===== src/rtl/card_match_ctrl.sv =====
// Card-flip game controller: latches the shuffled symbol map, accepts two selections per move,
// compares symbols, and tracks face-up/matched cards, pairs, moves and the win condition.
module card_match_ctrl #(
   parameter int unsigned FLIP_HOLD = 25_000_000
) (
   input  logic        clk,
   input  logic        reset,
   input  logic        new_game,
   output logic        shuffle_start,
   input  logic [0:47] map_in,
   input  logic        map_done,
   input  logic        sel_valid,
   input  logic [3:0]  sel_idx,
   output logic        sel_ready,
   output logic [0:47] sym_map,
   output logic [15:0] face_up,
   output logic [15:0] matched,
   output logic [3:0]  pair_count,
   output logic [7:0]  move_count,
   output logic        game_won
);

   localparam int unsigned HOLD_W = (FLIP_HOLD > 1) ? $clog2(FLIP_HOLD) : 1;
   localparam logic [HOLD_W-1:0] HOLD_LOAD = HOLD_W'(FLIP_HOLD - 1);

   typedef enum logic [2:0] {
      S_IDLE,
      S_SHUFFLE,
      S_FIRST,
      S_SECOND,
      S_COMPARE,
      S_HOLD,
      S_WON
   } state_t;

   state_t            state;
   logic [3:0]        card_a;
   logic [3:0]        card_b;
   logic [HOLD_W-1:0] hold_cnt;
   logic [2:0]        sym [16];
   logic              sel_ok;
   logic              sym_eq;
   logic [15:0]       pair_bits;

   // Unpack the latched map into per-card symbols
   for (genvar g = 0; g < 16; g++) begin : g_sym
      assign sym[g] = sym_map[3*g +: 3];
   end

   assign sel_ok    = sel_valid && sel_ready && !face_up[sel_idx];
   assign sym_eq    = (sym[card_a] == sym[card_b]);
   assign pair_bits = (16'h0001 << card_a) | (16'h0001 << card_b);

   always_ff @(posedge clk or posedge reset) begin
      if (reset) begin
         state         <= S_IDLE;
         shuffle_start <= 1'b0;
         sel_ready     <= 1'b0;
         sym_map       <= '0;
         face_up       <= '0;
         matched       <= '0;
         pair_count    <= '0;
         move_count    <= '0;
         game_won      <= 1'b0;
         card_a        <= '0;
         card_b        <= '0;
         hold_cnt      <= '0;
      end else begin
         shuffle_start <= 1'b0;
         if (new_game) begin
            // Restart from any state; the old map stays until the next map_done
            state         <= S_SHUFFLE;
            shuffle_start <= 1'b1;
            sel_ready     <= 1'b0;
            face_up       <= '0;
            matched       <= '0;
            pair_count    <= '0;
            move_count    <= '0;
            game_won      <= 1'b0;
         end else begin
            case (state)
               S_IDLE: ;
               S_SHUFFLE: begin
                  if (map_done) begin
                     sym_map   <= map_in;
                     sel_ready <= 1'b1;
                     state     <= S_FIRST;
                  end
               end
               S_FIRST: begin
                  if (sel_ok) begin
                     face_up[sel_idx] <= 1'b1;
                     card_a           <= sel_idx;
                     state            <= S_SECOND;
                  end
               end
               S_SECOND: begin
                  if (sel_ok) begin
                     face_up[sel_idx] <= 1'b1;
                     card_b           <= sel_idx;
                     if (move_count != 8'hFF) move_count <= move_count + 8'd1;
                     sel_ready        <= 1'b0;
                     state            <= S_COMPARE;
                  end
               end
               S_COMPARE: begin
                  if (sym_eq) begin
                     matched    <= matched | pair_bits;
                     pair_count <= pair_count + 4'd1;
                     if (pair_count == 4'd7) begin
                        game_won <= 1'b1;
                        state    <= S_WON;
                     end else begin
                        sel_ready <= 1'b1;
                        state     <= S_FIRST;
                     end
                  end else begin
                     hold_cnt <= HOLD_LOAD;
                     state    <= S_HOLD;
                  end
               end
               S_HOLD: begin
                  if (hold_cnt == '0) begin
                     face_up   <= face_up & ~pair_bits;
                     sel_ready <= 1'b1;
                     state     <= S_FIRST;
                  end else begin
                     hold_cnt <= hold_cnt - HOLD_W'(1);
                  end
               end
               S_WON: ;
               default: state <= S_IDLE;
            endcase
         end
      end
   end

endmodule

===== config.mk =====
export PLATFORM = sky130hd
export DESIGN_NAME = card_match_ctrl
export DESIGN_NICKNAME = d
export VERILOG_FILES = /design/src/rtl/card_match_ctrl.sv
export SDC_FILE = /design/constraint.sdc
export NUM_CORES = 1
export LEC_CHECK = 0
export ABC_CLOCK_PERIOD_IN_PS = 5800
export CORE_ASPECT_RATIO = 1.5
export CORE_MARGIN = 1.5
export CORE_UTILIZATION = 49
export DETAILED_ROUTE_END_ITERATION = 8
export HOLD_SLACK_MARGIN = 0.02
export PLACE_DENSITY = 0.77
export SLEW_MARGIN = 20
export SYNTH_ARGS = -nofsm -noshare
export SYNTH_HDL_FRONTEND = slang
export SYNTH_SLANG_ARGS = --single-unit

===== constraint.sdc =====
create_clock -name clk -period 5.8 [get_ports clk]
set_input_delay 1.16 -clock clk [delete_from_list [all_inputs] [get_ports clk]]
set_output_delay 1.16 -clock clk [all_outputs]
set_load 0.05 [all_outputs]

== Word-level counts from Yosys, hierarchy flattened ==
Index checks and enable logic that the tools add are counted.

* Divide/modulo/power cells: 0
* Reductions and logical operators: 27
* Magnitude comparators: 4
* Mux-type cells: 47
* Multiply operators: 0
* Add/sub/neg operators: 3
* Bitwise logic cells: 8
* Shift-type cells: 2
* Eq/ne operators: 19

{| class="wikitable"
|+ Operator list
! operator !! number
|-
| 16-bit 2-to-1 mux || 6
|-
| 25-bit 2-to-1 mux || 2
|-
| 25-bit case mux with 2 select lines || 1
|-
| 16-bit OR || 3
|-
| 3-bit 2-to-1 mux || 11
|-
| 8-bit 2-to-1 mux || 4
|-
| 16-bit case mux with 2 select lines || 1
|-
| 1-bit by 4-bit left shift with 16-bit output, first input constant || 2
|-
| 25-bit zero test || 1
|-
| 25-bit by 1-bit subtractor with 25-bit output, second input constant || 1
|-
| 3-bit binary-select mux with 4-bit select || 2
|-
| 3-bit != test, second input constant || 6
|-
| 3-bit case mux with 6 select lines || 1
|-
| 3-bit AND reduction || 6
|-
| 16-bit AND || 1
|-
| 16-bit NOT || 1
|-
| 2-bit nonzero test || 7
|-
| 1-bit 2-to-1 mux || 13
|-
| 4-bit 2-to-1 mux || 3
|-
| 5-bit >= comparator, second input constant || 2
|-
| 4-bit NOT with 5-bit output || 2
|-
| 3-bit equality test, second input constant || 3
|-
| 8-bit by 1-bit adder with 8-bit output, second input constant || 1
|-
| 8-bit != test, second input constant || 1
|-
| other kinds (24) || 29
|}

* RAM bits: 0
* Flip-flop bits (word level): 131
* Memories: 0
* Bits in latches: 0
* Word-level logic and storage cells: 122
* ROM bits: 0

== Logic depth before layout (Yosys ltp) ==
Gate-level depths: netlist (run 1).

* Word-level depth: 8
* Gate-level depth with buffers: 12
* Depth with buffers taken out: 9

== Worst setup path after synthesis (run 1) ==
No wires, ideal clock.

* Path type: input-to-reg
* Start point: in sel_idx[0]
* End point: reg move_count[4]
* Stages: 9
* Path slack: 2349 ps
* Data arrival time: 3320 ps
* Setup time: 131 ps
* Cells stage by stage: buf_2 > mux4_2 > mux4_2 > nor3_4 > o211ai_2 > nor2_1 > nand2_1 > xnor2_1 > nor2b_1

* Word-level cells in the longest chain between the ends: 6

{| class="wikitable"
|+ RTL lines
! element !! line !! text
|-
| start, declared || 13 || <nowiki>input logic [3:0] sel_idx,</nowiki>
|-
| 1-bit binary-select mux with 4-bit select || 50 || <nowiki>assign sel_ok = sel_valid && sel_ready && !face_up[sel_idx];</nowiki>
|-
| 1-bit 2-to-1 mux (implied by the code) || 50 ||
|-
| 1-bit zero test || 50 ||
|-
| 1-bit logical AND || 50 ||
|-
| 2-bit nonzero test (no source line) || -- ||
|-
| 3-bit AND reduction (no source line) || -- ||
|-
| end signal, assigned || 101 || <nowiki>if (move_count != 8'hFF) move_count <= move_count + 8'd1;</nowiki>
|-
| end, declared || 19 || <nowiki>output logic [7:0] move_count,</nowiki>
|}

No other way between the ends. The select of a mux whose other input is x is not followed.
A chain may end at the register's enable or synchronous reset.

== Final worst setup path (run 1) ==
* Start point: in sel_idx[0]
* End point: reg face_up[2]

* Word-level cells in the longest chain between the ends: 8
* Elaborated cells on any way between the ends: 15
* Classes of those cells: 2 x order compare; 1 x eq/ne; 7 x mux; 1 x bitwise; 4 x reduce/logical

{| class="wikitable"
|+ RTL lines
! element !! line !! text
|-
| 4-bit by 5-bit less-than comparator with 1-bit output (implied by the code) / 4-bit by 1-bit >= comparator with 1-bit output (equally long branches) || 92, 99 ||
|-
| 1-bit logical AND (implied by the code) || 92, 99 ||
|-
| 1-bit 2-to-1 mux (implied by the code) || 92, 99 ||
|-
| 1-bit demux with 4-bit select || 92, 99 ||
|-
| 16-bit OR (no source line) || -- ||
|-
| 16-bit 2-to-1 mux || 91, 98 ||
|-
| 16-bit case mux with 2 select lines || 81 || <nowiki>case (state)</nowiki>
|-
| 16-bit 2-to-1 mux || 70 || <nowiki>if (new_game) begin</nowiki>
|-
| end signal, assigned || 124 || <nowiki>face_up <= face_up & ~pair_bits;</nowiki>
|-
| end, declared || 16 || <nowiki>output logic [15:0] face_up,</nowiki>
|}

Parallel ways exist; a longest one is shown, timed or not. The select of a mux whose other input is x is not followed.

==> reports/results.ini, run 1 <==
[synthesis]
synth.most_common_cell=dfrtp_1
synth-seq-area-share_pct=46.25
yosysUniqueCellTypes=71
yosysTopAreaCell=dfrtp_1
ys_warn_count=0
ys_async_sr_fraction_pct=100.0
synth.top_cell.area_share_pct=46.25
netlist_area_sq_um=7088
synth_commonest_cells=dfrtp_1, mux2_2, nor2_1, a21oi_1, o21ai_0
ys_ff_latch=131
synth_cells=649
synth.avg_cell_area_sq_um=10.92
synth_edf_count=0
synth_top_flop_cell=dfrtp_1
syn-num-nets=710
ys_top_cells_by_area=dfrtp_1, mux2_2, mux4_2

[worst_hold_path]
hold_start=matched[9]$_DFFE_PP0P_
worstHoldEndpoint=matched[9]$_DFFE_PP0P_
hp-class=reg2reg
hold_depth=2

[cells_and_area]
utilization_pct=65.73
nets=840
drive_above_1_share_pct=17.68
n_antenna_cell=0
syn_to_final_growth_pct=30.36
fillerInstances=1092

[worst_setup_path]
r2r_start=card_a[0]$_DFFE_PP0P_
r2r_cells=8
rr_endpoint=hold_cnt[20]$_DFFE_PP0P_
crit_path_max_fanout=10
critPathLaunchType=primary input
path_class=in2reg
end_kind=flop
r2r_slack_ns=1.90
cp.required_ns=6.12
arrival_ns=4.36

[placement]
gp_congestion=0.9132
place_ws_ns=1.399
port_buffers=151
hpwl_microns=13830

[die]
fp.dieW_microns=101.2
core_area_sq_um=14060
initial_core_util_pct=50.42
die_y_microns=150.3
io-pin-count=152
die_area_sq_um=15210
rows=53

[grt]
grt_pass1_vias=6001
grt_usage_pct=26.15
grt_max_degree=66
grt_first_pass_wirelength_microns=30760
antenna_found_initial=0
grt_overflow=0

[clock_network]
clock_sinks=131
cts_tree=built
root_buffer=clkbuf_16
htree_levels=4
postCtsSetupBuffers=0
cts-resized-gates=0
cts_hold_buf=0
clk_pin_slew_ns=0.06
cts_buffers=17
clk_latency_ns=0.42
ctsLongestPathBuffers=2

[sta]
post-route-period-util_pct=69.64
layout_min_cycle_time_ns=4.039
slew_viol_final=0
hold_viol_final=0
fmax_mhz=247.6
setup_viol=0
setup_tns_ns=0
setup_ws_ns=1.761
max_slew_margin_pct=35.56
finClkSkew_ns=0.01331
tightest_slew_ns=0.9592
rsz0062_at_grt=false

[power]
irDropWorstVdd_uv=437.0
power.density_nw_per_um2=515.5
leakage_uw=0.003644
p_total_uw=4764

[routing]
antenna_left=0
drcViolationCount=0
via_per_inst=5.989
drt_iter0_drc=258
firstDrtPassIters=7
post_drt_wl_per_cell_microns=19.41
totalWireLength_microns=19100
vias=5893

[run]
cap_violations=0

[outcome]
run_status=complete, no violations

-- where the power goes --
part | internal, uW | switching [uW]
clock | 643 | 437
sequential | 1150 | 380
combinational | 903 | 1250
-- cells by family after synthesis --
group | after synthesis | synth area share (%)
AO/OA/AOI/OAI | 157 | 14.16
XOR/XNOR | 13 | 1.712
adder cells (fa/ha/maj) | 4 | 0.7061
buffers and inverters | 53 | 3.848
flip-flops | 131 | 46.25
multiplexers | 89 | 18.06
AND/OR/NAND/NOR | 202 | 15.27
-- critical path, stage by stage --
cell             delay [ns]
clkdlybuf4s50_1        0.80
mux4_2                 0.57
mux4_2                 0.54
nor3_4                 0.34
nor3b_1                0.59
nand2_1                0.16
o21ai_0                0.20
-- layout by cell type, fill, tap and decap left out, types with 19 or more instances in the layout --
master / count
a21oi_1: 50
clkdlybuf4s50_1: 150
dfrtp_1: 131
mux2_2: 55
mux4_2: 23
nand2_1: 31
nand3_1: 19
nor2_1: 55
o21ai_0: 41
-- sequential cells by signal (all words and copies together) (netlist names) --
name	flops
sel_ready	1
face_up	16
card_b	4
sym_map	48
move_count	8
state	3
pair_count	4
card_a	4
matched	16
game_won	1
shuffle_start	1
hold_cnt	25
-- stage by stage --
step,instance area (sq um),std cells,hold slack (ns)
finish,9240,984,0.4960
global route,9240,984,0.5230
CTS,9233,984,0.5011
detailed placement,8637,952,0.4876
global placement,8637,952,0.4871
floorplan,7088,649,0.4677
-- routing by layer --
metal | global-route usage [%] | share of wire (%) | routed length (microns) | vias up
met3 | 5.385 | 5.6 | 1068 | 43
met2 | 46.74 | 54 | 10270 | 246
met1 | 31.22 | 38 | 7344 | 2927
met5 | 0 | 0 | 0 | -
met4 | 8.333 | 2.2 | 421 | 0
li1 | - | - | - | 2677
-- worst max path at each step --
| stage | endpoint | cells past startpoint | from | slack (ns) |
|---|---|---|---|---|
| 2_1_floorplan | card_a[0]$_DFFE_PP0P_ | 1 | reset | 1.14 |
| 3_3_place_gp | face_up[2]$_DFFE_PP0P_ | 7 | sel_idx[0] | 1.50 |
| 3_5_place_dp | face_up[2]$_DFFE_PP0P_ | 7 | sel_idx[0] | 1.40 |
| 4_1_cts | face_up[2]$_DFFE_PP0P_ | 7 | sel_idx[0] | 1.81 |
| 5_1_grt | hold_cnt[20]$_DFFE_PP0P_ | 8 | card_a[0]$_DFFE_PP0P_ | 1.57 |
| 6_report | face_up[2]$_DFFE_PP0P_ | 7 | sel_idx[0] | 1.76 |
-- final cells by class --
class	instances	area, sq um	share of cell area [%]
tap	192	240.2	2.600
timing repair buffer	156	1544	16.71
clock buffer	17	425.4	4.604
clock inverter	15	170.2	1.842
sequential	131	3278	35.48
inverter	8	32.53	0.3521
multi-input combinational	465	3550	38.42
(Power assumes the default switching activity.)
==> run 2, diff against run 1 <==
--- a/config.mk
+++ b/config.mk
@@ -5,13 +5,13 @@
 export SDC_FILE = /design/constraint.sdc
 export NUM_CORES = 1
 export LEC_CHECK = 0
-export ABC_CLOCK_PERIOD_IN_PS = 5800
+export ABC_CLOCK_PERIOD_IN_PS = 3200
 export CORE_ASPECT_RATIO = 1.5
 export CORE_MARGIN = 1.5
-export CORE_UTILIZATION = 49
+export CORE_UTILIZATION = 47
 export DETAILED_ROUTE_END_ITERATION = 8
 export HOLD_SLACK_MARGIN = 0.02
-export PLACE_DENSITY = 0.77
+export PLACE_DENSITY = 0.78
 export SLEW_MARGIN = 20
 export SYNTH_ARGS = -nofsm -noshare
 export SYNTH_HDL_FRONTEND = slang
==> constraint.sdc (replaced) <==
create_clock -name clk -period 3.2 [get_ports clk]
set_input_delay 0.64 -clock clk [delete_from_list [all_inputs] [get_ports clk]]
set_output_delay 0.64 -clock clk [all_outputs]
set_load 0.05 [all_outputs]
==> run 2 against run 1 <==
Against the previous run:
- wire length grew 5.1%
- flip-flop and latch count is the same
- clock power grew 69%
- cell count grew 3.4%
- register-to-register slack lost 1.8 ns
- core utilization shrank 1.3 points
- power grew 82%
- hold slack gained 0.0081 ns
- die area grew 4.2%
- global-route usage grew 0.71 points
- final area grew 2.2%
- clock skew shrank 0.0024 ns
- critical path type unchanged
- largest cell class unchanged
- largest power group unchanged
==> reports/results.ini, run 2 (synthesis gave the netlist of run 1 again) <==
[grt]
grt_first_pass_wirelength_microns=32690  ; +6.3%
grt_max_degree=132  ; +100%
use_met1_pct=31.40  ; +0.19 points
antenna_found_initial=0  ; unchanged
grt_usage_pct=26.85  ; +0.71 points
top_usage_layer=met2
met2_usage_pct=45.86  ; -0.88 points
met3_usage_pct=4.344  ; -1.0 points
grt_pass1_vias=6407  ; +6.8%
grt_overflow=0  ; unchanged

[placement]
placed_cell_area_sq_um=8879  ; +2.8%
port_buffers=151  ; unchanged
gp_congestion=1.014  ; +11%
hpwl_microns=14360  ; +3.8%

[power]
swShare_pct=44.30  ; +0.82 points
seqPwrFrac_pct=30.6  ; -1.5 points
irDropWorstVdd_uv=803.2  ; +84%
power.density_nw_per_um2=919.1  ; +78%
intPower_uw=4835  ; +80%
p_clk_share_pct=20.9  ; -1.8 points
leakage_uw=0.003785  ; +3.9%
pwr-share-comb_pct=48.5  ; +3.2 points
power.switching_uw=3845  ; +86%

[cells_and_area]
largest_reg_flops=48  ; unchanged
mostFrequentLayoutCell=clkdlybuf4s50_1
n_antenna_cell=0  ; unchanged
final_area_sq_um=9444  ; +2.2%
regMostFlops=sym_map
drive_above_1_share_pct=20.71  ; +3.0 points
syn_to_final_growth_pct=33.24
final_cell_mix=clkdlybuf4s50_1, dfrtp_1, nor2_1, mux2_2, a21oi_1
layout.area.seq_sq_um=3279  ; about the same
nets=869  ; +3.5%
multi_input_area_sq_um=3558  ; +0.25%
reg.largest.list=sym_map x48, hold_cnt x25
fillerInstances=1132  ; +3.7%

[routing]
drcViolationCount=0  ; unchanged
antenna_left=0  ; unchanged
drt_iter0_drc=364  ; +41%
vias=6091  ; +3.4%
firstDrtPassIters=5  ; -2
totalWireLength_microns=20080  ; +5.1%
via_per_inst=5.989  ; about the same
post_drt_wl_per_cell_microns=19.74  ; +1.7%

[die]
rows=54  ; +1.9%
die_area_sq_um=15840  ; +4.2%
io-pin-count=152  ; unchanged
die_y_microns=153.4  ; +2.1%
core_area_sq_um=14660  ; +4.3%
fp.dieW_microns=103.3  ; +2.0%
initial_core_util_pct=48.34  ; -2.1 points

[sta]
fmax_mhz=323.0
finClkSkew_ns=0.01090  ; -0.002408 ns
slew_viol_final=0  ; unchanged
post-route-period-util_pct=96.76
hold_viol_final=0  ; unchanged
layout_min_cycle_time_ns=3.096
tightest_slew_ns=0.7230  ; -0.2362 ns
max_slew_margin_pct=51.80  ; +16 points
setup_viol=0  ; unchanged
hold_ws_ns=0.5041  ; +0.008068 ns
rsz0062_at_grt=false

[worst_setup_path]
r2r_cells=8  ; unchanged
crit_path_max_fanout=5  ; -5
arrival_ns=3.40  ; -0.96 ns
startpoint=sel_idx[0]
r2r_slack_ns=0.14  ; -1.76 ns
cp.required_ns=3.51  ; -2.61 ns
path_class=in2reg
rr_endpoint=hold_cnt[15]$_DFFE_PP0P_
critPathLaunchType=primary input
end_kind=flop
r2r_start=card_a[0]$_DFFE_PP0P_

[clock_network]
clk_pin_slew_ns=0.06  ; about the same
cts_tree=built
root_buffer=clkbuf_16
htree_levels=4  ; unchanged
ctsLongestPathBuffers=2  ; unchanged
cts_hold_buf=0  ; unchanged
clock_sinks=131  ; unchanged
cts_buffers=17  ; unchanged
clk_latency_ns=0.43  ; about the same
postCtsSetupBuffers=0  ; unchanged

[worst_hold_path]
worstHoldEndpoint=matched[12]$_DFFE_PP0P_
hold_depth=2  ; unchanged
hold_start=matched[12]$_DFFE_PP0P_
hp-class=reg2reg

[run]
cap_violations=0  ; unchanged

[outcome]
run_status=complete, no violations

-- run 2: changes by cell type in the layout (fill, tap and decap cells not counted), sizes merged, moves of 2 or more --
| cell | previous run | this run |
|---|---|---|
| clkinvlp | 5 | 2 |
| buf | 6 | 34 |
| bufinv | 2 | 0 |
| clkinv | 2 | 5 |
-- run 2: stage by stage --
step	instances	setup slack (ns)	power (uW)	util [%]	setup TNS (ns)
after floorplan	649	0.2694	5469	-	0
after global placement	984	-0.2478	6699	60.56	-3.376
after detailed placement	984	-0.3354	6808	60.56	-5.928
after CTS	1016	0.02720	8666	64.30	0
after global routing	1017	0.01520	9080	64.41	0
final	1017	0.1038	8680	64.41	0
-- run 2: worst max-delay path by stage --
stage / end / slack [ns]
6_report: card_a[0]$_DFFE_PP0P_ / 0.10
5_1_grt: hold_cnt[15]$_DFFE_PP0P_ / 0.02
3_3_place_gp: card_a[3]$_DFFE_PP0P_ / -0.25
2_1_floorplan: move_count[4]$_DFFE_PP0P_ / 0.27
3_5_place_dp: card_a[3]$_DFFE_PP0P_ / -0.34
4_1_cts: hold_cnt[23]$_DFFE_PP0P_ / 0.03
-- run 2: routing by layer --
layer	part of all wire [%]	routed length, microns
met5	0	0
met1	38	7567
met2	53	10740
met3	4.9	979
met4	4.0	796
-- run 2: power by group through the flow --
stage | logic [uW] | registers, uW | clock network (uW)
after floorplan | 1910 | 3560 | 0
after CTS | 4170 | 2650 | 1840
final | 4210 | 2660 | 1820
after global routing | 4430 | 2740 | 1920
after global placement | 4060 | 2640 | 0
after detailed placement | 4140 | 2660 | 0
-- run 2: worst max-delay path, stage by stage --
cell	delay, ns
clkdlybuf4s50_1	0.48
buf_4	0.16
mux4_2	0.50
mux4_2	0.54
nor3_4	0.31
nor3b_2	0.39
mux2_2	0.39
-- run 2: repair_timing --
item,4_1_cts,5_1_grt
pin swaps,0,1
gates cloned,0,1
endpoints found under the setup margin,1,11
resized for setup,1,1
-- run 2: final cells by class --
type,instances,share of cell area [%]
repair buffers,184,18.84
clock buffers,18,4.544
well taps,196,2.597
clock inverters,14,1.259
multi-input cells,466,37.68
flip-flops and latches,131,34.72
inverters,8,0.3577
